--- config.mk ---
export PLATFORM = sky130hd
export DESIGN_NAME = pipe_spine
export DESIGN_NICKNAME = d
export VERILOG_FILES = /design/src/rtl/pipe_spine.sv
export SDC_FILE = /design/constraint.sdc
export NUM_CORES = 1
export LEC_CHECK = 0
export BUFFER_PORTS_ARGS = -buffer_cell sky130_fd_sc_hd__buf_2
export CAP_MARGIN = 20
export CORE_AREA = 3 3 109 111
export CTS_CLUSTER_DIAMETER = 60
export DETAILED_ROUTE_END_ITERATION = 8
export DIE_AREA = 0 0 112 114
export PLACE_DENSITY = 0.86
export SETUP_SLACK_MARGIN = 0.4
export SYNTH_ARGS = -nofsm -noshare
export SYNTH_HDL_FRONTEND = slang
export SYNTH_SLANG_ARGS = --single-unit
--- constraint.sdc ---
create_clock -name clk -period 4.7 [get_ports clk]
set_input_delay 0.705 -clock clk [delete_from_list [all_inputs] [get_ports clk]]
set_output_delay 0.705 -clock clk [all_outputs]
set_load 0.1 [all_outputs]
--- src/rtl/pipe_spine.sv ---
// Elastic pipeline backbone of STAGES generic WIDTH-bit payload stages with per-stage stall/flush.
// Latency: an item accepted at edge t sits in the last stage after edge t+STAGES-1; 1 item/cycle unstalled.
// Backpressure: elastic mode ripples accept from out_ready through each stage (bubbles collapse); rigid mode holds the whole pipe.
module pipe_spine #(
    parameter int WIDTH    = 32,
    parameter int STAGES   = 4,
    parameter int COLLAPSE = 1
) (
    input  logic                          clk,
    input  logic                          rst_n,
    input  logic                          in_valid,
    output logic                          in_ready,
    input  logic [WIDTH-1:0]              in_data,
    output logic                          out_valid,
    input  logic                          out_ready,
    output logic [WIDTH-1:0]              out_data,
    input  logic [STAGES-1:0]             stall_req,
    input  logic [STAGES-1:0]             flush,
    output logic [STAGES-1:0]             stage_valid,
    output logic [STAGES*WIDTH-1:0]       stage_data,
    output logic [$clog2(STAGES+1)-1:0]   occupancy
);
    localparam int OCC_W = $clog2(STAGES + 1);

    logic [STAGES-1:0] vld_q;
    logic [WIDTH-1:0]  dat_q [STAGES];
    logic [STAGES-1:0] accept;
    logic [STAGES-1:0] move;
    logic [STAGES-1:0] inc_vld;
    logic [WIDTH-1:0]  inc_dat [STAGES];
    logic              adv;

    // Walk from the output back to the input so each stage sees the accept of the stage ahead.
    always_comb begin
        logic down_ok;
        logic acc_k;
        adv     = ~|stall_req & (~vld_q[STAGES-1] | out_ready);
        accept  = '0;
        move    = '0;
        down_ok = out_ready;
        acc_k   = 1'b0;
        for (int k = STAGES - 1; k >= 0; k--) begin
            if (COLLAPSE != 0) begin
                move[k] = vld_q[k] & ~stall_req[k] & down_ok;
                acc_k   = ~vld_q[k] | move[k];
            end else begin
                move[k] = adv & vld_q[k];
                acc_k   = adv;
            end
            accept[k] = acc_k;
            down_ok   = acc_k;
        end
    end

    always_comb begin
        inc_vld[0] = in_valid;
        inc_dat[0] = in_data;
        for (int k = 1; k < STAGES; k++) begin
            inc_vld[k] = move[k-1];
            inc_dat[k] = dat_q[k-1];
        end
    end

    // Flush beats stall beats load; payload only moves when a valid item arrives.
    always_ff @(posedge clk or negedge rst_n) begin
        if (!rst_n) begin
            vld_q <= '0;
            for (int k = 0; k < STAGES; k++) begin
                dat_q[k] <= '0;
            end
        end else begin
            for (int k = 0; k < STAGES; k++) begin
                if (flush[k]) begin
                    vld_q[k] <= 1'b0;
                end else if (accept[k]) begin
                    vld_q[k] <= inc_vld[k];
                end
                if (accept[k] && inc_vld[k] && !flush[k]) begin
                    dat_q[k] <= inc_dat[k];
                end
            end
        end
    end

    assign in_ready    = accept[0];
    assign out_valid   = (COLLAPSE != 0) ? (vld_q[STAGES-1] & ~stall_req[STAGES-1])
                                         : (vld_q[STAGES-1] & ~|stall_req);
    assign out_data    = dat_q[STAGES-1];
    assign stage_valid = vld_q;

    always_comb begin
        logic [OCC_W-1:0] cnt;
        cnt        = '0;
        stage_data = '0;
        for (int k = 0; k < STAGES; k++) begin
            stage_data[k*WIDTH +: WIDTH] = dat_q[k];
            cnt = cnt + OCC_W'(vld_q[k]);
        end
        occupancy = cnt;
    end
endmodule

# == Yosys cells after proc, flatten, opt, wreduce, memory -nomap -nowiden ==
# Cells that the tools add are included.
# totals
output_inout_bits,169
ff_bits,132
input_bits,44
# classes
n_bitwise,20
add_sub_neg,3
n_mux,8
reduce_logical,16
# ops
cell,n
$and 1x1->1,8
$logic_and 1x1->1,8
$mux 1,8
$not 1->1,8
$reduce_bool 2->1,4
$logic_not 1->1,4
$or 1x1->1,4
$add 2x1->3,1
$add 3x1->3,1
$add 1x1->2,1

# == Logic depth before layout (Yosys ltp) ==
# Gate-level depths: netlist (run 1).
# logic_depth
ltp_word,12
ltp_mapped,6

# == Least setup slack after synthesis (run 1) ==
# Ideal clock, no wire load.
# synth_path
kind,register -> output
start,register vld_q[0] (netlist: stage_valid[0])
end,output occupancy[1]
stages_incl_launch_ff,6
t_arrival_ns,2.747
setup_slack_ns,1.248
path_cell_list,dfrtp_1 -> inv_1 -> fa_1 -> inv_1 -> ha_1 -> ha_1
# synth_between
elab_chain_len,3
# synth_lines
element,line_no,source
from (decl),25,logic [STAGES-1:0] vld_q;
"from (signal, indexed assignment)",76,vld_q[k] <= inc_vld[k];
$add 1x1->2,97,cnt = cnt + OCC_W'(vld_q[k]);
$add 2x1->3,97,
$add 3x1->3,97,
to (decl),21,output logic [$clog2(STAGES+1)-1:0] occupancy
# No other way between the ends.

# == Worst setup path in the final report (run 1) ==
# layout_path
start,register vld_q[1] (netlist: stage_valid[1])
end,output occupancy[1]
# The elaborated chain is that of the path after synthesis.

==> results_dict.tcl, run 1 <==
set metrics [dict create \
    drive_gt1_share_pct 69.6 \
    netlist_area_um2 5420 \
    ys_seq_elements 132 \
    synth_commonest_cells "132 x dfrtp_1, 94 x mux2_2, 35 x buf_4" \
    dr.pass1.iters 4 \
    n_fill_cell 803 \
    cts_root_buf "clkbuf_8" \
    ios 213 \
    status "complete, no violations" \
    grt.total_usage_pct 19.4 \
    initial_core_util_pct 49.8 \
    yosysSeqAreaShare_pct 60.9 \
    post_dp_cell_area_um2 6410 \
    die_area_um2 12800 \
    ys_warn_count 0 \
    port_buffers 212 \
    syn_to_final_growth_pct 30.3 \
    grt-ovfl-total 0 \
    hold_buffers 0 \
    setup_viol 0 \
    tritoncts "built" \
    max_stage_delay_ns 0.51 \
    r2r_start "stage_valid[2]$_DFFE_PN0P_" \
    worstSkewPairLatency_ns 0.51 \
    synth_top_area_share_pct 60.9 \
    synth.distinct_cells 24 \
    path_clk_slew_ns 0.06 \
    setup_tns_ns 0 \
    dieHeight_um 114 \
    cpMaxStageDelayCell "dfrtp_1" \
    timing.slew.headroom_pct 53.7 \
    post_cts_buffers 0 \
    avgViaCountPerCell 5.01 \
    drv_slew 0 \
    cts_max_level 4 \
    clockBufferDepth 2 \
    period_share_pct 68.3 \
    max-cap-violations 0 \
    async_flop_share_pct 100 \
    route.detailed.drc 0 \
    numCtsBuffers 17 \
    design.core.area_um2 10900 \
    cts_resized 0 \
    synth_area_leader_cell "dfrtp_1" \
    drtAntennaViolNets 0 \
    synthTopCellsByArea "dfrtp_1 61%, mux2_2 20%, mux2_4 8.3%" \
    vias 3437 \
    crit_chain "inv_1 -> fa_1 -> inv_1 -> ha_1 -> ha_1 -> buf_2" \
    avgSynthCellArea_um2 15.9 \
    grt_pass1_vias 3665 \
    worstPathArrival_ns 2.51 \
    synth.most_common_cell "dfrtp_1" \
    crit_fanout 7 \
    hpwl_um 8450 \
    nNetsFinal 580 \
    fin_crit_ns 3.21 \
    fin_skew_ns 0.00656 \
    wl_per_cell_um 18.0 \
    worst_ep_required_time_ns 3.99 \
    hold_path_class "input port to asynchronous set/reset pin" \
    r2r_setup_slack_ns 2.58 \
    clock-sinks 132 \
    place.gp.congestion 0.795 \
    worstMarginPinSlew_ns 0.694 \
    synth_nets 388 \
    drtIter0Drc 106 \
    max_freq_ghz 0.311 \
    ff2ff_path_depth 5 \
    grt_pass1_wl_um 19300 \
    fin_area_um2 7060 \
    ys.flop_type "dfrtp_1" \
    fp.dieW_um 112 \
    fp-row-count 38 \
    worstSetupPathType "flip-flop to output port" \
    antenna_found_initial 0 \
    rsz0062_at_grt "no" \
    grt_max_degree 55 \
    synth_edf_count 0 \
    drt-total-wl_um 12300 \
    layout.cells.non_filler 686 \
    start_kind "flip-flop" \
    syn_inst 341 \
    reg2reg_to "stage_data[16]$_DFFE_PN0P_" \
    dp.cells 653 \
    insertedDiodeCount 0 \
    hold_violations 0 \
    cp-end-kind "output port" \
]
layout make-up:
cell class | count | area, um2 | area share (%)
Inverter | 6 | 22.5 | 0.319
Tap cell | 140 | 175 | 2.48
Clock inverter | 15 | 219 | 3.10
Multi-Input combinational cell | 158 | 1790 | 25.3
Clock buffer | 17 | 414 | 5.86
Timing Repair Buffer | 218 | 1140 | 16.2
Sequential cell | 132 | 3300 | 46.8
critical path, delay by kind of cell (launching register included):
kind	cells	cell delay [ns]
fa+ha+maj	3	0.94
buf+inv	3	0.55
flops	1	0.51
sequential cells by signal (all words and copies together), names as in the netlist:
signal,flops
out_data,32
stage_valid,4
stage_data,96
cell families after synthesis:
logic type | after synthesis | synth area share, %
adder cells (fa/ha/maj) | 3 | 0.831
AND/OR/NAND/NOR | 16 | 1.62
multiplexers | 128 | 28.7
buffers and inverters | 51 | 6.53
flip-flops | 132 | 60.9
AO/OA/AOI/OAI | 11 | 1.41
how the worst max path moves through the flow:
stage                                from           end  slack, ns  cells after the start
2_1_floorplan  stage_valid[0]$_DFFE_PN0P_  occupancy[1]       1.25                      5
3_3_place_gp   stage_valid[1]$_DFFE_PN0P_  occupancy[1]       2.02                      6
4_1_cts        stage_valid[1]$_DFFE_PN0P_  occupancy[1]       1.44                      6
3_5_place_dp   stage_valid[1]$_DFFE_PN0P_  occupancy[1]       1.99                      6
6_report       stage_valid[1]$_DFFE_PN0P_  occupancy[1]       1.49                      6
5_1_grt        stage_valid[1]$_DFFE_PN0P_  occupancy[1]       1.35                      6
per-stage QoR:
stage	setup slack, ns	hold WS (ns)	util [%]
2_1_floorplan	1.25	0.409	-
3_3_place_gp	2.02	0.481	58.6
3_5_place_dp	1.99	0.510	58.9
4_1_cts	1.44	0.182	64.7
5_1_grt	1.35	0.212	64.9
6_report	1.49	0.173	64.9
per-layer routing:
| layer | vias to the layer above | track usage, % | part of all wire (%) |
|---|---|---|---|
| met5 | - | 0 | 0 |
| met4 | 0 | 6.81 | 1.4 |
| met3 | 17 | 5.84 | 6.5 |
| met2 | 148 | 34.2 | 53 |
| met1 | 1726 | 22.6 | 39 |
| li1 | 1546 | - | - |
cells in the final DEF, fill, tap and decap left out:
cell type   netlist  layout
a211oi_1          1       1
a211oi_4          0       1
a21oi_1           5       5
a31oi_4           0       1
buf_12            0       1
buf_16            0       1
buf_2             7     211
buf_4            35       5
bufinv_16         0       4
clkbuf_16         0      16
clkbuf_8          0       1
clkinv_4          0       2
clkinvlp_4        0       2
dfrtp_1         132     132
fa_1              1       1
ha_1              2       2
inv_1             6       6
inv_6             0       5
inv_8             0       2
mux2_1            4       4
mux2_2           94      94
mux2_4           30      30
nand2_1           4       4
nand2b_1          4       4
nand3b_1          1       1
nor2_1            4       4
nor2b_2           1       1
nor3_4            0       1
o21ai_0           1       1
o21ai_1           1       1
o21ai_2           1       1
or3_2             0       1
Power of run 1 is not shown: default switching activity piles up to over one toggle a cycle in this logic, so the estimate is an artifact.
==> run 2: changes to the inputs <==
Settings changed: ABC_AREA set to 1, CORE_AREA 3 3 109 111 to 3 3 117 119, DIE_AREA 0 0 112 114 to 0 0 120 122, PLACE_DENSITY 0.86 to 0.81.
Clock period 4.7 ns to 2.8 ns, I/O delays scaled along.
==> results_dict.tcl, run 2 <==
set metrics [dict create \
    ys.flop_type "dfrtp_1" \
    vias 4312 \
    fin_hold_ws_ns -0.0221 \
    period_share_pct 88.9 \
    syn_inst 577 \
    ys_seq_elements 132 \
    worstPathArrival_ns 2.07 \
    cpMaxStageDelayCell "fa_1" \
    port_buffers 212 \
    syn_to_final_growth_pct 28.0 \
    synth.most_common_cell "dfrtp_1" \
    hold_buffers 0 \
    start_kind "flip-flop" \
    synth_top_area_share_pct 59.5 \
    grt_pass1_vias 3951 \
    cts_max_level 4 \
    final_common_cell "buf_2" \
    grt-ovfl-total 0 \
    crit_fanout 2 \
    max_stage_delay_ns 0.56 \
    worstSetupPathType "flip-flop to output port" \
    rsz0062_at_grt "yes" \
    largest_reg_flops 96 \
    fin_crit_ns 2.49 \
    drv_slew 0 \
    die_area_um2 14600 \
    path_clk_slew_ns 0.05 \
    dieHeight_um 122 \
    tritoncts "built" \
    synthTopCellsByArea "dfrtp_1 59%, nand2_1 8.9%, o21ai_0 5.3%" \
    fin_skew_ns 0.00790 \
    timing.slew.headroom_pct 39.1 \
    pre_cts_slack_ns 0.480 \
    status "finished with violations" \
    r2r_setup_slack_ns 0.86 \
    design.core.area_um2 12700 \
    synth_area_leader_cell "dfrtp_1" \
    grt_max_degree 65 \
    hpwl_um 9820 \
    dr.pass1.iters 6 \
    max_freq_ghz 0.402 \
    timing.final.ws_setup_ns 0.309 \
    crit_chain "inv_2 -> fa_1 -> inv_2 -> ha_4 -> ha_4 -> buf_12" \
    synth_commonest_cells "132 x dfrtp_1, 131 x nand2_1, 72 x inv_1" \
    nNetsFinal 801 \
    antenna_found_initial 0 \
    cts_root_buf "clkbuf_16" \
    clock-sinks 132 \
    max-cap-violations 0 \
    hold_path_class "input port to asynchronous set/reset pin" \
    ios 213 \
    drive_gt1_share_pct 38.9 \
    drtAntennaViolNets 0 \
    synth_edf_count 0 \
    numCtsBuffers 17 \
    fp-row-count 41 \
    setup_tns_ns 0 \
    drt-total-wl_um 13800 \
    setup_viol 0 \
    fp.dieW_um 120 \
    synth.distinct_cells 20 \
    fin_area_um2 7110 \
    final_util_pct 56.1 \
    ys_warn_count 0 \
    failed_checks "negative hold slack" \
    n_fill_cell 1117 \
    avgSynthCellArea_um2 9.63 \
    route.detailed.drc 0 \
    hold_violations 14 \
    grt.total_usage_pct 18.7 \
    worstSkewPairLatency_ns 0.41 \
    clockBufferDepth 2 \
    path_buf_inv 3 \
    yosysSeqAreaShare_pct 59.5 \
    avgViaCountPerCell 4.59 \
    cp-end-kind "output port" \
    synth_nets 624 \
    place.gp.congestion 0.831 \
    worst_ep_required_time_ns 2.38 \
    final_cell_mix "207 x buf_2, 131 x nand2_1, 128 x dfrtp_1" \
    initial_core_util_pct 43.8 \
    wl_per_cell_um 14.7 \
    grt_pass1_wl_um 21100 \
    netlist_area_um2 5560 \
    async_flop_share_pct 100 \
    crit_family "adder cells" \
    worstMarginPinSlew_ns 0.914 \
    drtIter0Drc 265 \
    post_dp_cell_area_um2 6480 \
]
[run 2: changes by cell type after synthesis, sizes merged, moves of 32 or more]
cell   change
nand2    +133
mux2     -128
inv       +66
o21ai     +61
nor2      +33
nand3     +32
[run 2: layout make-up]
type | instances | area (um2) | share of cell area, %
Antenna cell | 2 | 5.00 | 0.0704
Sequential cell | 132 | 3310 | 46.6
Clock buffer | 28 | 527 | 7.41
Inverter | 72 | 270 | 3.80
Clock inverter | 3 | 17.5 | 0.246
Multi-Input combinational cell | 312 | 1580 | 22.2
Timing Repair Buffer | 219 | 1180 | 16.6
Tap cell | 172 | 215 | 3.03
[run 2: per-stage QoR]
stage | cells | hold slack [ns]
final | 940 | -0.0221
after global routing | 938 | 0.0218
after CTS | 938 | 0.000391
after detailed placement | 905 | 0.442
after global placement | 905 | 0.441
after floorplan | 577 | 0.124
[run 2: repair_timing]
action | CTS | global route
gates resized for setup | 13 | 6
hold endpoints to repair | 0 | 0
pin swaps | 1 | 0
buffers inserted | 2 | 0
endpoints found under the setup margin | 4 | 4
gates cloned | 0 | 0
[run 2: worst register-to-register path: stages (launching register included)]
cell and delay (ns):
dfrtp_2 0.44, inv_1 0.08, nor2_2 0.03, nand2_1 0.10
nand2_2 0.07, nand2_2 0.08, or2_4 0.70, nor2_1 0.20
a21oi_2 0.14
[run 2: final timing paths]
| kind | cells after the start | end | start |
|---|---|---|---|
| worst max register to register | 8 | stage_data[79]$_DFFE_PN0P_ | stage_valid[2]$_DFFE_PN0P_ |
| min in group clk | 2 | stage_valid[1]$_DFFE_PN0P_ | flush[1] |
| worst min register to register | 2 | stage_data[16]$_DFFE_PN0P_ | stage_data[16]$_DFFE_PN0P_ |
| worst min-delay path | 1 | stage_data[25]$_DFFE_PN0P_ | rst_n |
| worst max-delay path | 6 | occupancy[1] | stage_valid[0]$_DFFE_PN0P_ |
| max in group asynchronous | 2 | out_data[30]$_DFFE_PN0P_ | rst_n |
[run 2: cell families (layout without fill, tap and decap cells)]
| kind of cell | count (synthesis) | after routing | share of synthesized area, % |
|---|---|---|---|
| flops | 132 | 132 | 59.5 |
| fa+ha+maj | 3 | 3 | 0.811 |
| buf+inv | 133 | 322 | 12.8 |
| compound gates | 100 | 100 | 11.2 |
| other cells | 0 | 2 | 0 |
| simple gates | 209 | 209 | 15.7 |
[run 2: metal layers]
| layer | track usage, % | vias to the layer above | part of all wire, % |
|---|---|---|---|
| li1 | - | 2128 | - |
| met1 | 24.4 | 2014 | 44 |
| met2 | 29.3 | 145 | 47 |
| met3 | 5.85 | 25 | 5.7 |
| met4 | 7.37 | 0 | 2.4 |
| met5 | 0 | - | 0 |
Power of run 2 is left out for the same reason.
==> run 3: changes to the inputs <==
Settings changed: SETUP_SLACK_MARGIN 0.4 to unset.
==> results_dict.tcl, run 3 (synthesized netlist as in run 2, its figures left out) <==
set metrics [dict create \
    port_buffers 212 \
    dieHeight_um 122 \
    worstMarginPinSlew_ns 0.899 \
    die_area_um2 14600 \
    setup_tns_ns 0 \
    fin_crit_ns 2.67 \
    wl_per_cell_um 14.3 \
    rsz0062_at_grt "no" \
    drtIter0Drc 227 \
    grt_pass1_wl_um 21400 \
    place.gp.congestion 0.793 \
    dp.cells 907 \
    cts_root_buf "clkbuf_16" \
    crit_fanout 3 \
    drt-total-wl_um 13400 \
    dr.pass1.iters 4 \
    final_util_pct 55.4 \
    ios 213 \
    drtAntennaViolNets 0 \
    final_cell_mix "210 x buf_2, 131 x nand2_1, 129 x dfrtp_1" \
    route.detailed.drc 0 \
    crit_chain "inv_1 -> fa_1 -> inv_1 -> ha_1 -> ha_2 -> clkbuf_4" \
    cp-end-kind "output port" \
    clock-sinks 132 \
    hpwl_um 9890 \
    drv_slew 0 \
    antenna_found_initial 0 \
    worst_ep_required_time_ns 2.38 \
    status "complete, no violations" \
    max_stage_delay_ns 0.53 \
    grt.total_usage_pct 18.9 \
    grt_pass1_vias 4057 \
    max_freq_ghz 0.375 \
    avgViaCountPerCell 4.58 \
    fp-row-count 41 \
    cts_max_level 4 \
    start_kind "flip-flop" \
    worstSkewPairLatency_ns 0.41 \
    hold_violations 0 \
    grt-ovfl-total 0 \
    timing.slew.headroom_pct 40.1 \
    nNetsFinal 802 \
    largest_reg_flops 96 \
    fin_skew_ns 0.00537 \
    final_common_cell "buf_2" \
    max-cap-violations 0 \
    vias 4301 \
    worstPathArrival_ns 2.25 \
    cpMaxStageDelayCell "fa_1" \
    worstSetupPathType "flip-flop to output port" \
    drive_gt1_share_pct 37.9 \
    numCtsBuffers 17 \
    tritoncts "built" \
    period_share_pct 95.2 \
    setup_viol 0 \
    initial_core_util_pct 43.8 \
    crit_top_cell "inv_1" \
    fp.dieW_um 120 \
    insertedDiodeCount 0 \
    clockBufferDepth 2 \
    layout.cells.non_filler 939 \
    design.core.area_um2 12700 \
    path_clk_slew_ns 0.05 \
    hold_path_class "input port to flip-flop" \
    grt_max_degree 65 \
    syn_to_final_growth_pct 26.4 \
]
## run 3: changes by cell type in the layout (fill, tap and decap cells not counted), moves of 2 or more
cell and delta:
buf_2 +3, diode_2 -2, inv_1 +3, dfrtp_4 -2, ha_4 -2, buf_12 -3, clkinv_2 +2, clkbuf_8 -3
inv_2 -3
## run 3: per-stage QoR
stage	hold WS [ns]	cell area, um2	setup WS, ns
after global routing	0.168	7020	0.0275
after global placement	0.400	6470	0.471
after detailed placement	0.400	6470	0.463
after floorplan	0.124	5560	0.125
final	0.177	7020	0.134
after CTS	0.153	7020	0.0170
## run 3: final timing paths
check / start / cells past startpoint / to / slack, ns
max in group asynchronous: rst_n / 3 / stage_data[26]$_DFFE_PN0P_ / 1.55
worst min-delay path: flush[3] / 2 / stage_valid[3]$_DFFE_PN0P_ / 0.18
worst max-delay path: stage_valid[0]$_DFFE_PN0P_ / 6 / occupancy[1] / 0.13
worst min register to register: out_data[19]$_DFFE_PN0P_ / 2 / out_data[19]$_DFFE_PN0P_ / 0.50
min in group asynchronous: rst_n / 2 / out_data[18]$_DFFE_PN0P_ / 0.53
worst max register to register: stage_valid[2]$_DFFE_PN0P_ / 8 / stage_data[74]$_DFFE_PN0P_ / 0.92
## run 3: what timing repair did
action,CTS,global route
gates resized for setup,0,1
setup buffers,0,0
setup endpoints to repair,0,1
hold buffers,1,0
hold endpoints to repair,51,0
## run 3: critical path, delay by kind of cell (launching register included)
| family | cells | cell delay (ns) |
|---|---|---|
| flip-flops | 1 | 0.39 |
| buffers and inverters | 3 | 0.44 |
| adder cells (fa/ha/maj) | 3 | 1.01 |
## run 3: cell type report
class	instances	area, um2
multi-input combinational	312	1550
clock buffer	26	489
clock inverter	5	50.0
sequential	132	3310
inverter	72	270
timing repair buffer	220	1140
fill	1116	5650
tap	172	215
## run 3: layer usage
layer / wire [um] / vias to the layer above / track usage, %
met5: 0 / - / 0
met4: 306 / 0 / 8.02
met3: 731 / 23 / 4.87
met2: 6170 / 152 / 28.6
met1: 6210 / 1999 / 25.9
li1: - / 2127 / -
Power of run 3 is left out for the same reason.
